### config.mk
export PLATFORM = sky130hd
export DESIGN_NAME = prio_encode_rr
export DESIGN_NICKNAME = d
export VERILOG_FILES = /design/src/rtl/encode_pkg.sv /design/src/rtl/prio_find_first.sv /design/src/rtl/prio_encode_rr.sv
export SDC_FILE = /design/constraint.sdc
export NUM_CORES = 1
export LEC_CHECK = 0
export ABC_AREA = 1
export BUFFER_PORTS_ARGS = -buffer_cell sky130_fd_sc_hd__buf_2
export CAP_MARGIN = 15
export CORE_AREA = 2 2 39 41
export DETAILED_ROUTE_END_ITERATION = 6
export DIE_AREA = 0 0 41 43
export SLEW_MARGIN = 20
export SYNTH_ARGS = -nofsm -noshare
export SYNTH_HDL_FRONTEND = slang
export SYNTH_SLANG_ARGS = --single-unit
### constraint.sdc
create_clock -name clk -period 2.63 [get_ports clk]
set_input_delay 0.263 -clock clk [delete_from_list [all_inputs] [get_ports clk]]
set_output_delay 0.263 -clock clk [all_outputs]
set_load 0.1 [all_outputs]
### src/rtl/encode_pkg.sv
// Shared constants and helpers for the priority encoder slice.
package encode_pkg;

    localparam int unsigned ENC_FIXED = 0;
    localparam int unsigned ENC_RR    = 1;

    function automatic int unsigned clog2(input int unsigned n);
        int unsigned r;
        r = 0;
        for (int unsigned i = 0; i < 32; i++) begin
            if ((32'd1 << i) < n) r = i + 1;
        end
        return r;
    endfunction

endpackage

### src/rtl/prio_find_first.sv
// Combinational search for the first set bit at or above a start index, wrapping at N-1.
module prio_find_first
    import encode_pkg::*;
#(
    parameter  int unsigned N = 8,
    localparam int unsigned W = clog2(N)
) (
    input  logic [N-1:0] vec,
    input  logic [W-1:0] start,
    output logic         found,
    output logic [W-1:0] idx
);

    logic [2*N-1:0] dbl;
    logic [N-1:0]   rot;
    logic [W-1:0]   off;

    // Rotating so that 'start' lands at bit 0 turns the wrapped search into a plain lowest-bit search.
    always_comb begin
        dbl = {vec, vec} >> start;
        rot = dbl[N-1:0];
        off = '0;
        for (int unsigned i = N; i > 0; i--) begin
            if (rot[i-1]) off = W'(i - 1);
        end
        found = |vec;
        idx   = found ? (start + off) : '0;
    end

endmodule

### src/rtl/prio_encode_rr.sv
// Registered priority encoder, fixed or round-robin, with a one-entry valid/ready output stage.
module prio_encode_rr
    import encode_pkg::*;
#(
    parameter  int unsigned N    = 8,
    parameter  int unsigned MODE = ENC_FIXED,
    localparam int unsigned W    = clog2(N)
) (
    input  logic         clk,
    input  logic         rst_n,
    input  logic         in_valid,
    output logic         in_ready,
    input  logic [N-1:0] req,
    output logic         out_valid,
    input  logic         out_ready,
    output logic [W-1:0] out_code,
    output logic         out_any,
    output logic         out_multi
);

    logic [W-1:0] ptr;
    logic         found;
    logic [W-1:0] sel_idx;
    logic         multi;
    logic         accept;

    prio_find_first #(.N(N)) u_find (
        .vec   (req),
        .start (ptr),
        .found (found),
        .idx   (sel_idx)
    );

    // Clearing the lowest set bit leaves something behind only when two or more bits were set.
    assign multi    = |(req & (req - 1'b1));
    assign in_ready = !out_valid || out_ready;
    assign accept   = in_valid && in_ready;

    always_ff @(posedge clk or negedge rst_n) begin
        if (!rst_n) begin
            out_valid <= 1'b0;
            out_code  <= '0;
            out_any   <= 1'b0;
            out_multi <= 1'b0;
            ptr       <= '0;
        end else begin
            if (accept) begin
                out_valid <= 1'b1;
                out_code  <= sel_idx;
                out_any   <= found;
                out_multi <= multi;
                if (MODE == ENC_RR && found) ptr <= sel_idx + 1'b1;
            end else if (out_ready) begin
                out_valid <= 1'b0;
            end
        end
    end

endmodule

==> results.sh <==
export IMPL_skew_ns=0.000171
export IMPL_antenna_left=0
export IMPL_clockRootBuffer="clkbuf_4"
export IMPL_grt_ovfl_total=0
export IMPL_start_util=0.175
export IMPL_cp_startpoint="out_valid"
export IMPL_final_common_cell="buf_2"
export IMPL_route_detailed_drc=0
export IMPL_ys_types=14
export IMPL_holdCritPathClass="in2reg"
export IMPL_top_level_ports=19
export IMPL_nets=70
export IMPL_cp_max_fo=3
export IMPL_worstHoldStart="req[7]"
export IMPL_firstDrtPassIters=2
export IMPL_yosysSeqAreaShare=0.311
export IMPL_cts_setup_buffers=0
export IMPL_grt_max_degree=5
export IMPL_end_kind="output pin"
export IMPL_routed_via_density=4.04
export IMPL_fin_setup_tns_ns=0
export IMPL_clk_path_buf_depth=2
export IMPL_rows=14
export IMPL_p_switching_mw=0.0855
export IMPL_fmax_mhz=716
export IMPL_synth_area_leaders="dfrtp_1, nor2_1, nand2_1"
export IMPL_start_kind="flop"
export IMPL_seq_power_share=0.240
export IMPL_die_w_um=41
export IMPL_timing_rr_start="out_valid"
export IMPL_syn_to_final_growth_pct=48.2
export IMPL_arrival_ns=1.13
export IMPL_yosysWarnings=3
export IMPL_htreeDepth=1
export IMPL_netlist_area_um2=241
export IMPL_pwr_share_clk=0.397
export IMPL_post_place_cells=68
export IMPL_synth_top_family_by_area="simple AND/OR/NAND/NOR gates"
export IMPL_antenna_found_initial=0
export IMPL_avgSynthCellArea_um2=6.35
export IMPL_yosysTopAreaCell="dfrtp_1"
export IMPL_synth_mux_area_frac=0
export IMPL_status="completed"
export IMPL_grt_pass1_vias=257
export IMPL_fin_crit_sh=0.531
export IMPL_yosys_area_share_adder=0
export IMPL_cellPowerDensity_nw_per_um2=574
export IMPL_drt_initial_drc_count=6
export IMPL_synth_seq_cells=3
export IMPL_netSwitchingFraction=0.416
export IMPL_hpwl_um=469
export IMPL_p_total_mw=0.205
export IMPL_core_area_um2=1380
export IMPL_hold_violations=0
export IMPL_fp_dieArea_um2=1760
export IMPL_wl_um=568
export IMPL_synth_top_area_share=0.311
export IMPL_grt_use_total=0.0762
export IMPL_setup_violations=0
export IMPL_path_clk_slew_ns=0.04
export IMPL_via_count=295
export IMPL_final_cells=73
export IMPL_synth_compound_area_share=0.0984
export IMPL_vdd_drop_max_uv=129
export IMPL_numCtsBuffers=3
export IMPL_synth_simple_gate_area_share=0.435
export IMPL_grt_pass1_wl_um=862
export IMPL_wl_per_cell_um=7.78
export IMPL_netlist_instances=38
export IMPL_maxCapViolCount=0
export IMPL_synth_xor_xnor_area_share=0
export IMPL_cellInternalPower_mw=0.120
export IMPL_path_class="reg2out"
export IMPL_drive_above_1_share=0.368
export IMPL_port_buffer_count=15
export IMPL_gp_congestion=0.676
export IMPL_final_cell_mix="buf_2, nor2_1, nand2_1"
export IMPL_fin_crit_ns=1.40
export IMPL_clock_sinks=3
export IMPL_n_antenna_cell=0
export IMPL_rsz0062_at_grt="false"
export IMPL_cts_tree="done"
export IMPL_pwr_share_comb=0.363
export IMPL_maxSlewViolCount=0
export IMPL_final_core_util=0.259
export IMPL_crit_required_ns=2.37
export IMPL_die_h_um=43
export IMPL_clock_latency_ns=0.23
export IMPL_p_leak_nw=0.178
synthesized netlist by cell type:
library cell / number
conb_1: 1
dfrtp_1: 3
a21oi_2: 1
o21ai_0: 1
buf_4: 3
nor2_2: 1
nand2_2: 1
nand3_1: 3
nor4_1: 1
nand2_1: 8
o21ai_1: 2
inv_1: 3
nand3b_1: 1
nor2_1: 9
path summary, 6_finish.rpt:
kind / slack [ns] / to / cells past startpoint
max in group asynchronous: 2.17 / out_multi / 2
min in group asynchronous: 0.36 / out_any / 2
worst max-delay path: 1.23 / in_ready / 2
worst min-delay path: 0.29 / out_any / 3
worst min register to register: 0.50 / out_any / 2
worst max register to register: 1.56 / out_any / 4
cell type report:
cell class	count	area, µm²
clock buffers	4	26.3
flip-flops and latches	3	75.1
multi-input cells	31	140
well taps	16	20.0
inverters	3	11.3
fillers	170	1030
repair buffers	16	85.1
flip-flops by register name, indices dropped and copies added, names as in the netlist:
signal and flops:
out_any 1, out_multi 1, out_valid 1
cell families after synthesis:
kind of cell | count (synthesis)
other cells | 1
buf+inv | 6
compound gates | 4
flops | 3
simple gates | 24
metrics by stage:
step	hold WS [ns]	cell area (µm²)	setup WS [ns]
5_1_grt	0.292	358	1.19
2_1_floorplan	-0.0326	249	0.204
3_5_place_dp	0.0609	322	1.47
6_report	0.286	358	1.23
3_3_place_gp	0.0606	322	1.48
4_1_cts	0.280	358	1.22
power by group through the flow:
stage	Clock (mW)	Combinational, mW	Sequential (mW)
after global placement	0	0.0730	0.0500
final	0.0816	0.0745	0.0493
after floorplan	0	0.0442	0.0656
after CTS	0.0838	0.0748	0.0494
after detailed placement	0	0.0737	0.0500
after global routing	0.0881	0.0789	0.0496
critical path, cell delays in order (launching register included):
cell,delay (ns)
dfrtp_1,0.36
nand2_1,0.10
buf_2,0.43
per-layer routing:
metal,global-route usage,vias up,wire length (µm)
met2,0.106,16,260
met5,0,-,0
met1,0.0769,124,231
li1,-,152,-
met4,0.100,0,21
met3,0.0157,3,55
timing repair:
item                                   4_1_cts  5_1_grt
resized for setup                            0        0
endpoints found under the hold margin        3        0
hold buffers                                 1        0
No activity file was read; power rests on OpenSTA's default activity.
